==> config.mk <==
export PLATFORM = sky130hd
export DESIGN_NAME = branch_pc_unit
export DESIGN_NICKNAME = d
export VERILOG_FILES = /design/src/rtl/branch_pc_unit.sv
export SDC_FILE = /design/constraint.sdc
export NUM_CORES = 1
export LEC_CHECK = 0
export CORE_UTILIZATION = 26
export CTS_CLUSTER_DIAMETER = 150
export DETAILED_ROUTE_END_ITERATION = 12
export DONT_BUFFER_PORTS = 1
export GPL_ROUTABILITY_DRIVEN = 0
export PLACE_DENSITY = 0.44
export SLEW_MARGIN = 25
export SYNTH_ARGS = -nofsm -noshare
export SYNTH_HDL_FRONTEND = slang
export SYNTH_SLANG_ARGS = --single-unit
==> constraint.sdc <==
create_clock -name clk -period 7 [get_ports clk]
set_input_delay 1.05 -clock clk [delete_from_list [all_inputs] [get_ports clk]]
set_output_delay 1.05 -clock clk [all_outputs]
set_load 0.05 [all_outputs]
==> src/rtl/branch_pc_unit.sv <==
// Branch resolution and architectural PC owner.
// Decodes the branch condition from BrEq/BrLT, computes redirect targets,
// sequences the post-redirect flush and parks in HALT on a misaligned target
// until the trap is acknowledged. Also keeps saturating branch statistics.
module branch_pc_unit #(
  parameter logic [31:0] RESET_PC    = 32'h0000_0000,
  parameter logic [31:0] TRAP_VEC    = 32'h0000_0100,
  parameter int          FLUSH_DEPTH = 2,
  parameter int          CNT_W       = 16
) (
  input  logic             clk,
  input  logic             rst_n,
  input  logic             stall,
  input  logic             ex_valid,
  input  logic             ex_branch,
  input  logic             ex_jal,
  input  logic             ex_jalr,
  input  logic [2:0]       ex_funct3,
  input  logic [31:0]      ex_pc,
  input  logic [31:0]      ex_imm,
  input  logic [31:0]      ex_rs1,
  input  logic             BrEq,
  input  logic             BrLT,
  output logic             BrUn,
  output logic [31:0]      pc,
  output logic             flush,
  output logic             trap_misalign,
  input  logic             trap_ack,
  output logic [CNT_W-1:0] branch_cnt,
  output logic [CNT_W-1:0] taken_cnt,
  output logic [1:0]       dbg_state
);

  // Handshake note: there is no valid/ready pair here. An EX instruction is
  // consumed in the cycle it is presented with ex_valid=1, provided stall=0
  // and the unit is in RUN; in FLUSH and HALT it is treated as killed.

  typedef enum logic [1:0] {
    ST_RUN   = 2'd0,
    ST_FLUSH = 2'd1,
    ST_HALT  = 2'd2
  } state_t;

  localparam logic [2:0] FCNT_INIT = 3'(FLUSH_DEPTH - 1);

  state_t           state_q, state_d;
  logic [31:0]      pc_q, pc_d;
  logic             flush_q, flush_d;
  logic             trap_q, trap_d;
  logic [2:0]       fcnt_q, fcnt_d;
  logic [CNT_W-1:0] bcnt_q, bcnt_d;
  logic [CNT_W-1:0] tcnt_q, tcnt_d;

  logic             cond;
  logic             legal_f3;
  logic             take;
  logic             misalign;
  logic             cnt_en;
  logic [31:0]      target;

  // Unsigned compare select goes straight back to the comparator.
  assign BrUn = ex_funct3[1];

  // Branch condition decode; funct3[0] inverts the base compare.
  always_comb begin
    cond     = 1'b0;
    legal_f3 = (ex_funct3[2:1] != 2'b01);
    if (ex_funct3[2]) begin
      cond = BrLT ^ ex_funct3[0];
    end else if (!ex_funct3[1]) begin
      cond = BrEq ^ ex_funct3[0];
    end
  end

  // Redirect target, jalr taking priority over jal over branch.
  always_comb begin
    target = ex_pc + ex_imm;
    if (ex_jalr) begin
      target = (ex_rs1 + ex_imm) & ~32'h1;
    end
  end

  assign take     = ex_valid & (ex_jal | ex_jalr | (ex_branch & cond));
  assign misalign = take & target[1];
  assign cnt_en   = ex_valid & ex_branch & legal_f3;

  // Next-state, PC, flush and statistics logic; stall freezes everything.
  always_comb begin
    state_d = state_q;
    pc_d    = pc_q;
    flush_d = flush_q;
    trap_d  = trap_q;
    fcnt_d  = fcnt_q;
    bcnt_d  = bcnt_q;
    tcnt_d  = tcnt_q;
    if (!stall) begin
      case (state_q)
        ST_RUN: begin
          if (misalign) begin
            pc_d    = TRAP_VEC;
            flush_d = 1'b1;
            trap_d  = 1'b1;
            state_d = ST_HALT;
          end else if (take) begin
            pc_d    = target;
            flush_d = 1'b1;
            fcnt_d  = FCNT_INIT;
            // A single-cycle flush needs no FLUSH visit at all.
            state_d = (FCNT_INIT == 3'd0) ? ST_RUN : ST_FLUSH;
          end else begin
            pc_d    = pc_q + 32'd4;
            flush_d = 1'b0;
          end
          if (cnt_en) begin
            if (bcnt_q != '1) bcnt_d = bcnt_q + 1'b1;
            if (cond && (tcnt_q != '1)) tcnt_d = tcnt_q + 1'b1;
          end
        end
        ST_FLUSH: begin
          pc_d = pc_q + 32'd4;
          if (fcnt_q == 3'd0) begin
            flush_d = 1'b0;
            state_d = ST_RUN;
          end else begin
            fcnt_d = fcnt_q - 3'd1;
          end
        end
        ST_HALT: begin
          if (trap_ack) begin
            trap_d  = 1'b0;
            flush_d = 1'b0;
            state_d = ST_RUN;
          end
        end
        default: begin
          state_d = ST_RUN;
          flush_d = 1'b0;
          trap_d  = 1'b0;
        end
      endcase
    end
  end

  // State registers with asynchronous reset.
  always_ff @(posedge clk or negedge rst_n) begin
    if (!rst_n) begin
      state_q <= ST_RUN;
      pc_q    <= RESET_PC;
      flush_q <= 1'b0;
      trap_q  <= 1'b0;
      fcnt_q  <= 3'd0;
      bcnt_q  <= '0;
      tcnt_q  <= '0;
    end else begin
      state_q <= state_d;
      pc_q    <= pc_d;
      flush_q <= flush_d;
      trap_q  <= trap_d;
      fcnt_q  <= fcnt_d;
      bcnt_q  <= bcnt_d;
      tcnt_q  <= tcnt_d;
    end
  end

  assign pc            = pc_q;
  assign flush         = flush_q;
  assign trap_misalign = trap_q;
  assign branch_cnt    = bcnt_q;
  assign taken_cnt     = tcnt_q;
  assign dbg_state     = state_q;

endmodule

# Word-level counts from Yosys, hierarchy flattened
# Cells that the tools add are included.
[totals] register_bits=71 output_inout_bits=69 elab_cells=69
[op_classes] add_sub_neg=6 n_eq_ne=12 mux=22 n_bitwise=11 reduce_logical=11
[ops] operator="$mux W32" count=3
[ops] operator="$add A32 B32 Y32" count=2
[ops] operator="$pmux W32 S2" count=1
[ops] operator="$add A16 B1 Y16 const B" count=2
[ops] operator="$add A32 B3 Y32 const B" count=1
[ops] operator="$ne A16 B16 Y1 const B" count=2
[ops] operator="$reduce_and A4 Y1" count=4
[ops] operator="$ne A2 B2 Y1 const B" count=6
[ops] operator="$mux W3" count=3
[ops] operator="$mux W2" count=4
[ops] operator="$mux W1" count=7
[ops] operator="$pmux W1 S3" count=2
[ops] operator="$pmux W2 S3" count=1
[ops] operator="$pmux W3 S2" count=1
[ops] operator="$and A1 B1 Y1" count=5
[ops] operator="$reduce_and A5 Y1" count=1
[ops] operator="$logic_not A3 Y1" count=1
[ops] operator="$ne A3 B3 Y1 const B" count=1
[ops] operator="$reduce_and A3 Y1" count=1
[ops] operator="$sub A3 B1 Y3 const B" count=1
[ops] operator="$eq A2 B1 Y1 const B" count=1
[ops] operator="$eq A2 B2 Y1 const B" count=1
[ops] operator="$logic_not A2 Y1" count=1
[ops] operator="$ne A2 B1 Y1 const B" count=1
[ops] operator="6 further kinds" count=9

# Logic depth before layout (Yosys ltp)
# Gate-level depths: netlist (run 1).
[depth] word_depth=9 ltp_mapped=12 mapped_depth_nobuf=12

# Worst setup path before layout (run 1)
# OpenSTA, ideal clock, no wires.
[synth_timing] path_kind="input port to flip-flop" start="in ex_pc[0]" end="reg pc_q[26], in the netlist pc[26]" arrival_ns=3.513 path_slack_ns=3.363 stages=12 path_buffers=0 path_cell_list="ha_1 -> inv_1 -> fa_1 -> nand2b_1 -> a21oi_2 -> o211ai_1 -> a2111oi_2 -> o221ai_1 -> o31a_1 -> o21ai_0 -> nor3_1 -> a211o_1"
[synth_between] elab_chain_len=5
[synth_lines] element="from (decl)" line="19" text="input logic [31:0] ex_pc,"
[synth_lines] element="$add A32 B32 Y32 (*)" line="77" text="target = ex_pc + ex_imm;"
[synth_lines] element="$mux W32 (*)" line="78" text="if (ex_jalr) begin"
[synth_lines] element="$mux W32 / $and A1 B1 Y1 (equally long branches)" line="104, 84"
[synth_lines] element="$mux W32 (*)" line="99" text="if (misalign) begin"
[synth_lines] element="$pmux W32 S2 (*)" line="97" text="case (state_q)"
[synth_lines] element="to (signal assigned)" line="156" text="pc_q <= pc_d;"
[synth_lines] element="to (decl)" line="47" text="logic [31:0] pc_q, pc_d;"
# Mark *: on every way between the ends. The rest lies on a longest branch, timed or not.
# A chain may end at the register's enable or synchronous reset.

# Final worst setup path (run 1)
# Same ends and word-level chain as after synthesis.

==> impl_metrics.tcl, run 1 <==
set metrics [dict create \
    status "finished, final reports clean" \
    cpLargestDelayFamily "compound AO/OA/AOI/OAI gates" \
    overflow 0 \
    yosys_warnings 0 \
    synth_seq_area_share_pct 24.1 \
    r2r_start "pc[2]$_DFFE_PN0P_" \
    die_area_sq_um 28600 \
    tightest_slew_ps 878 \
    leakage_nw 3.31 \
    min_period_ps 3780 \
    switching_share_pct 51.4 \
    slew_headroom_pct 41.1 \
    synthArstFlopShare_pct 100 \
    ctsHoldBuffers 0 \
    grtUsageTotal_pct 17.6 \
    maxSlewViolCount 0 \
    skew_ps 6.62 \
    synth_area_leaders "dfrtp_1 24%, ha_1 11%, a21oi_1 6.2%, xnor2_1 5.7%, nand2_1 5.4%" \
    finalSetupTns_ps 0 \
    syn_nets 1113 \
    p_clk_share_pct 22.0 \
    end_kind "register" \
    htreeDepth 3 \
    clk_latency_ps 350 \
    synthAdderAreaFrac_pct 11.9 \
    hold_path_class "input pin to asynchronous set/reset pin" \
    ff2ff_path_depth 9 \
    clockRootBuffer "clkbuf_16" \
    required_ps 7230 \
    pwr-share-comb_pct 29.8 \
    diodes 0 \
    cts_tree "done" \
    critPathSlowestCell "a2111oi_2" \
    first_pass_iters 7 \
    core_sq_um 27200 \
    route.detailed.wl_per_inst_um 19.5 \
    cts_setup_buffers 0 \
    die_h_um 169 \
    worstPathCellList "ha_1 -> inv_1 -> fa_1 -> nand2b_1 -> a21oi_2 -> o211ai_1 -> a2111oi_2 -> o221ai_1 -> o31a_1 -> o21ai_0 -> nor3_1 -> a211o_1" \
    numCtsBuffers 9 \
    synth-xor-area-share_pct 10.5 \
    p_switching_mw 1.10 \
    nNetsFinal 1101 \
    ir_worst_vdd_mv 0.108 \
    rsz0062_at_grt "no" \
    reg2reg_to "pc[31]$_DFFE_PN0P_" \
    dpl_worst_slack_ps 2850 \
    first_iter_violations 458 \
    via_count 6930 \
    synth_cell_types 69 \
    finalCritPeriodShare_pct 54.0 \
    antenna_left 0 \
    antenna_found_initial 0 \
    clock_path_buffers 2 \
    intPower_mw 1.04 \
    crit_fanout 4 \
    final_common_cell "nand2_1" \
    seqPwrFrac_pct 48.2 \
    synth_area_leader_cell "dfrtp_1" \
    grt_start_max_net_pins 71 \
    final_hold_viol_count 0 \
    setup_viol_count_final 0 \
    pin_count 178 \
    synthMuxAreaShare_pct 1.12 \
    max_freq_ghz 0.265 \
    avgSynthCellArea_sq_um 7.75 \
    postLayoutCoreUtil_pct 29.2 \
    synth_edf_count 0 \
    die_w_um 169 \
    wl_um 25300 \
    synth_top_family_by_area "compound AO/OA/AOI/OAI gates" \
    path_class "input pin to register" \
    arrival_ps 4010 \
    syn_area_sq_um 7260 \
    yosys_register_bits 70 \
    num_rows 60 \
    start_util_pct 26.7 \
    grt_pass1_wl_um 38800 \
    crit_path_start_kind "input pin" \
    synth-simple-area-share_pct 23.0 \
    final_cell_mix "104 x nand2_1, 90 x a21oi_1, 81 x nor2_1" \
    crit_start "ex_pc[0]" \
    drc 0 \
    grt_pass1_vias 6791 \
    via_per_inst 5.33 \
    area_growth_pct 9.38 \
    cts_resized 0 \
    synthCells 936 \
    p_per_area_nw_per_um2 271 \
    critPathMaxStageDelay_ps 470 \
    synth.top_cell.area_share_pct 24.1 \
    synth_compound_area_share_pct 26.1 \
    clkTransAtPathRegs_ps 60 \
    synthFlopType "dfrtp_1" \
    r2r_slack_ps 3810 \
    clock_sinks 70 \
    io_buffers 0 \
    drv_cap 0 \
    drive_above_1_share_pct 3.88 \
    setup_slack_ps 3220 \
    dp.final_hpwl_um 20300 \
    crit_buf_inv 1 \
]
[logic make-up after synthesis]
family | count (synthesis)
AND/OR/NAND/NOR | 347
AO/OA/AOI/OAI | 298
XOR/XNOR | 87
flip-flops | 70
adder cells (fa/ha/maj) | 68
buffers and inverters | 57
multiplexers | 8
other | 1
[worst reg2reg max path: stages (launching register included)]
cell and delay, ps:
dfrtp_1 760, and4_1 350, nand4_1 230, or3_1 550, nor2_1 250, and4_1 270
nand4_1 120, and2_0 210, o31a_1 240, a31oi_1 140
[power groups by stage]
stage               clock [mW]  combinational, mW  sequential [mW]
finish                   0.473              0.639             1.04
CTS                      0.487              0.638             1.04
global placement             0              0.639             1.05
global route             0.502              0.716             1.06
floorplan                    0              0.484            0.966
detailed placement           0              0.634             1.05
[per-layer routing]
metal	track usage, %	vias up	wire, um
met3	3.44	30	1470
met4	6.66	0	661
met2	27.4	221	11100
met1	24.0	3239	12100
met5	0	-	0
li1	-	3440	-
[how the worst max path moves through the flow]
stage                                     to  slack [ps]  depth (start not counted)
after global routing      pc[26]$_DFFE_PN0P_        3040                         12
after global placement    pc[26]$_DFFE_PN0P_        2860                         12
after detailed placement  pc[26]$_DFFE_PN0P_        2850                         12
after floorplan           pc[26]$_DFFE_PN0P_        3360                         12
final                     pc[26]$_DFFE_PN0P_        3220                         12
after CTS                 pc[26]$_DFFE_PN0P_        3220                         12
[Yosys cell counts, types with 4 or more instances]
cell type	instances
nand2_1	104
a21oi_1	90
nor2_1	82
dfrtp_1	70
o21ai_0	67
ha_1	66
xnor2_1	47
nand3_1	42
xor2_1	40
inv_1	30
clkbuf_1	23
nor3_1	23
nand4_1	19
a21o_1	18
and3_1	15
a31oi_1	13
nor2b_1	13
o211ai_1	12
a211oi_1	10
o221ai_1	10
or3_1	9
a211o_1	8
o21bai_1	8
o22ai_1	8
mux2i_1	7
nand2b_1	7
o21a_1	7
and4_1	6
nand3b_1	5
nor4_1	5
a21boi_0	4
nor3b_1	4
o21ai_1	4
o31ai_1	4
[metrics by stage]
stage	power, mW	cells	cell area, sq um	hold slack [ps]
finish	2.15	1301	7940	403
global route	2.28	1301	7940	386
global placement	1.69	1285	7640	504
CTS	2.17	1301	7940	383
floorplan	1.45	936	7260	485
detailed placement	1.69	1285	7640	535
[state kept, by name (all words and copies together) (netlist names)]
register,cells
branch_cnt,16
pc,31
taken_cnt,16
dbg_state,2
trap_misalign,1
flush,1
fcnt_q,3
[final cells by class]
class / instances / area (sq um)
sequential: 70 / 1750
timing repair buffer: 4 / 30.0
clock inverter: 6 / 61.3
tap: 372 / 465
fill: 2997 / 19200
clock buffer: 10 / 239
inverter: 30 / 113
multi-input combinational: 809 / 5280
(Power assumes the default switching activity.)
==> run 2: changes to the inputs <==
==> constraint.sdc (replaced) <==
create_clock -name clk -period 3.9 [get_ports clk]
set_input_delay 0.585 -clock clk [delete_from_list [all_inputs] [get_ports clk]]
set_output_delay 0.585 -clock clk [all_outputs]
set_load 0.05 [all_outputs]
==> impl_metrics.tcl, run 2 (synthesized netlist as in run 1, its figures left out) <==
set metrics [dict create \
    antenna_found_initial 0 \
    ir_worst_vdd_mv 0.190 \
    final_common_cell "nand2_1" \
    pin_count 178 \
    clk_latency_ps 340 \
    die_h_um 169 \
    grt_pass1_vias 6672 \
    die_area_sq_um 28600 \
    cpLargestDelayFamily "compound AO/OA/AOI/OAI gates" \
    worstPathCellList "ha_1 -> inv_1 -> fa_1 -> nand2b_1 -> a21oi_2 -> o211ai_1 -> a2111oi_2 -> o221ai_1 -> o31a_1 -> o21ai_0 -> nor3_1 -> a211o_1" \
    critPathMaxStageDelay_ps 480 \
    clock_sinks 70 \
    intPower_mw 2.06 \
    via_count 6982 \
    via_per_inst 5.29 \
    leakage_nw 3.44 \
    final_hold_viol_count 0 \
    die_w_um 169 \
    setup_viol_count_final 0 \
    maxSlewViolCount 0 \
    clock_path_buffers 2 \
    antenna_left 0 \
    crit_path_start_kind "input pin" \
    p_per_area_nw_per_um2 499 \
    overflow 0 \
    first_iter_violations 483 \
    grt_start_max_net_pins 71 \
    cts_setup_buffers 0 \
    drc 0 \
    area_growth_pct 12.2 \
    start_util_pct 26.7 \
    first_pass_iters 5 \
    crit_fanout 3 \
    cts_tree "done" \
    dpl-instance-area_sq_um 7780 \
    slew_headroom_pct 42.0 \
    grtUsageTotal_pct 17.7 \
    clkTransAtPathRegs_ps 60 \
    max_freq_ghz 0.308 \
    drive_above_1_share_pct 5.80 \
    core_sq_um 27200 \
    end_kind "register" \
    seqPwrFrac_pct 38.5 \
    nNetsFinal 1121 \
    tightest_slew_ps 863 \
    num_rows 60 \
    route.detailed.wl_per_inst_um 19.2 \
    fin_area_sq_um 8140 \
    grt_pass1_wl_um 39100 \
    dp.final_hpwl_um 20300 \
    io_buffers 0 \
    wl_um 25400 \
    diodes 0 \
    finalCritPeriodShare_pct 83.3 \
    fill_cells 3004 \
    finalSetupTns_ps 0 \
    rsz0062_at_grt "no" \
    p_clk_share_pct 23.1 \
    skew_ps 7.05 \
    critPathSlowestCell "a2111oi_2" \
    path_class "input pin to register" \
    switching_share_pct 49.2 \
    crit_buf_inv 1 \
    clockRootBuffer "clkbuf_16" \
    status "finished, final reports clean" \
    final_cell_mix "104 x nand2_1, 90 x a21oi_1, 81 x nor2_1" \
    required_ps 4130 \
    min_period_ps 3250 \
    drv_cap 0 \
    htreeDepth 3 \
    pwr-share-comb_pct 38.4 \
    numCtsBuffers 9 \
    p_switching_mw 2.00 \
    hold_path_class "input pin to asynchronous set/reset pin" \
    arrival_ps 3480 \
    largest_register_ffs 31 \
]
## run 2: changes by cell type in the layout (fill, tap and decap cells not counted), sizes merged
cell	delta
clkinvlp	-1
clkinv	-3
clkbuf	+3
bufinv	+1
buf	+20
## run 2: timing repair
action,4_1_cts,5_1_grt
resized for setup,0,0
hold endpoints to repair,70,0
endpoints found under the setup margin,0,0
hold buffers,1,0
## run 2: per-layer routing
metal	wire length, um	track usage [%]	share of wire [%]	vias to the layer above
met1	12100	24.6	48	3253
met3	1670	3.23	6.6	20
met2	11200	27.8	44	232
met5	0	0	0	-
met4	364	4.62	1.4	0
li1	-	-	-	3477
## run 2: power groups by stage
stage / registers (mW) / clock network [mW] / logic (mW)
floorplan: 1.73 / 0 / 0.868
finish: 1.56 / 0.938 / 1.56
global route: 1.60 / 0.995 / 1.72
global placement: 1.58 / 0 / 1.54
detailed placement: 1.58 / 0 / 1.53
CTS: 1.57 / 0.959 / 1.56
## run 2: final timing paths
| path | startpoint | end | slack (ps) | cells past startpoint |
|---|---|---|---|---|
| max | ex_pc[0] | pc[26]$_DFFE_PN0P_ | 650 | 12 |
| min | rst_n | branch_cnt[15]$_DFFE_PN0P_ | 140 | 1 |
| max reg2reg | pc[5]$_DFFE_PN0P_ | pc[31]$_DFFE_PN0P_ | 770 | 9 |
| min reg2reg | fcnt_q[0]$_DFFE_PN0P_ | fcnt_q[0]$_DFFE_PN0P_ | 520 | 1 |
| max in group asynchronous | rst_n | pc[24]$_DFFE_PN0P_ | 3460 | 1 |
| min in group clk | stall | trap_misalign$_DFFE_PN0P_ | 410 | 2 |
## run 2: through the flow
stage | hold WS [ps] | setup slack, ps | util [%] | instances | total power, mW
2_1_floorplan | 289 | 728 | - | 936 | 2.60
3_3_place_gp | 292 | 367 | 28.6 | 1304 | 3.12
3_5_place_dp | 292 | 291 | 28.6 | 1304 | 3.12
4_1_cts | 159 | 643 | 30.0 | 1321 | 4.09
5_1_grt | 164 | 415 | 30.0 | 1321 | 4.31
6_report | 143 | 649 | 30.0 | 1321 | 4.06
## run 2: final cells by class
cell class | instances | area (sq um) | share of cell area, %
tap | 372 | 465 | 5.72
multi-input combinational | 809 | 5280 | 64.8
clock buffer | 13 | 270 | 3.32
clock inverter | 3 | 65.1 | 0.799
inverter | 30 | 113 | 1.38
timing repair buffer | 24 | 200 | 2.46
sequential | 70 | 1750 | 21.5
==> RTL edit, RTL diff (settings of run 2) <==
Reset style: synchronous (`rst_n`), changed in one clocked block. Comments in the files are not updated.
--- a/src/rtl/branch_pc_unit.sv
+++ b/src/rtl/branch_pc_unit.sv
@@ -144,3 +144,3 @@
   // State registers with asynchronous reset.
-  always_ff @(posedge clk or negedge rst_n) begin
+  always_ff @(posedge clk) begin
     if (!rst_n) begin
Function: differs if rst_n is asserted again (counterexample within 4 cycles, from zero or initial values and one cycle with rst_n low); with rst_n held inactive, the same outputs for 4 cycles.
==> RTL edit against run 2 <==
Clock power hardly changed. Critical endpoint is now pc[24]. Worst setup slack improved by 0.17 ns. Count of clock-buffer cells in the layout down 4. Total power is 34% lower. Routed wire length increased by 6.2%. Synthesized area increased by 1.5%. Final cell count increased by 6.3%. Cell area up 1.2%. Sequential share of layout area shrank 4.5 points. Largest cell class unchanged. Highest routed layer unchanged. Hold slack gained 0.21 ns. Largest power group is now combinational logic. Sequential cell count unchanged. Synthesized cell count grew 9.1%.
==> RTL edit: results (changes against run 2) <==
Non-CTS buffers=32 (+33%); final setup skew=0.00857 ns (+0.00152 ns); first-pass GRT wire length=40.7 mm (+4.2%); fillcell total=3050 (+1.5%); Reg2Reg Setup Slack=1.04 ns (+0.27 ns); data arrival time of the critical path=3.31 ns (-0.17 ns); comb_multi_in=885 (+9.4%); Tapcells=378 (+1.6%); pin count of the biggest net entering global routing=48 (-32%); WL met3=1.61 mm (-3.7%); RR Endpoint=pc[27]; Static Leak=0.00317 µW (-7.8%); hpwl dp=21.4 mm (+5.5%); Core Util, Final=0.296 (-0.00379); HP Class=in2reg; Worst setup startpoint=ex_imm[7]; capture point of the critical path=pc[24]; Synth area leaders=dfxtp_1, ha_1, a21oi_1, nand2_1, o21ai_0; invs w/o clock=23 (-23%); sequential share of the synthesized area=0.190 (-0.0511); Reg2Reg Depth=8 (-1); buffering overhead=0.0291 (+0.00456); Post-synth ARST share=0 (-1.00); GRT Util Overall=0.182 (+0.00550); layout cells sized above 1=0.0692 (+0.0112); placed instance area=7910 µm² (+1.7%); commonest cells in the netlist=nand2_1, a21oi_1, nor2_1; status=completed; Final min period=3.08 ns (-0.172 ns); complex-gate fraction of the synthesized area=0.283 (+0.0221); clock-cell share of area=0.0401 (-0.00110); routed wl met2=12.0 mm (+7.6%); Power Clock=935 µW (about the same); count of different cell masters after synthesis=75 (+8.7%); hold slack=0.356 ns (+0.213 ns); multi-input combinational cell area=5710 µm² (+8.2%); Critical Path Fanout Max=6 (+3); syn nets=1198 (+7.6%); Layout Cells excl Fill=1404 (+6.3%); sequential cells=70 (unchanged); Net Sw Frac=0.380 (-0.112); Synth Area in Adders=0.118 (-0.00176); M1 wire length=12.8 mm (+5.4%); peak supply drop=0.215 mV (+13%); mux share of post-synthesis cell area=0.0190 (+0.00782); Slew @ Worst Pin=0.822 ns (-0.0410 ns); drt wl/cell=19.2 µm (about the same); syn_area_per_cell=7.21 µm² (-7.0%); Detailed Routing Iterations Pass 1=6 (+1)
## RTL edit: cell count changes in the layout (fill, tap and decap cells not counted), sizes merged, moves of 9 or more
cell / change
nor2: +16
o21ai: +9
nand2b: +16
dfrtp: -70
dfxtp: +70
nand2: +10
xnor2: -10
## RTL edit: critical path, cell delays in order
cell and delay (ns):
ha_1 0.35, a21o_1 0.22, nor2b_1 0.14, a211oi_1 0.45
nand2_1 0.27, a21bo_2 0.29, a21oi_1 0.34, o31ai_1 0.14
mux2i_1 0.14, o41a_1 0.40
## RTL edit: logic make-up after synthesis
family / count (synthesis)
adders and majority gates: 68
other: 1
xor gates and xnor gates: 76
DFF: 70
and+or+nand+nor: 402
buffers and inverters: 66
AOI/OAI and AO/OA: 324
muxes: 14
## RTL edit: per-layer routing
layer / track usage / vias up
li1: - / 3763
met1: 0.248 / 3546
met2: 0.283 / 218
met3: 0.0423 / 34
met4: 0.0517 / 0
met5: 0 / -
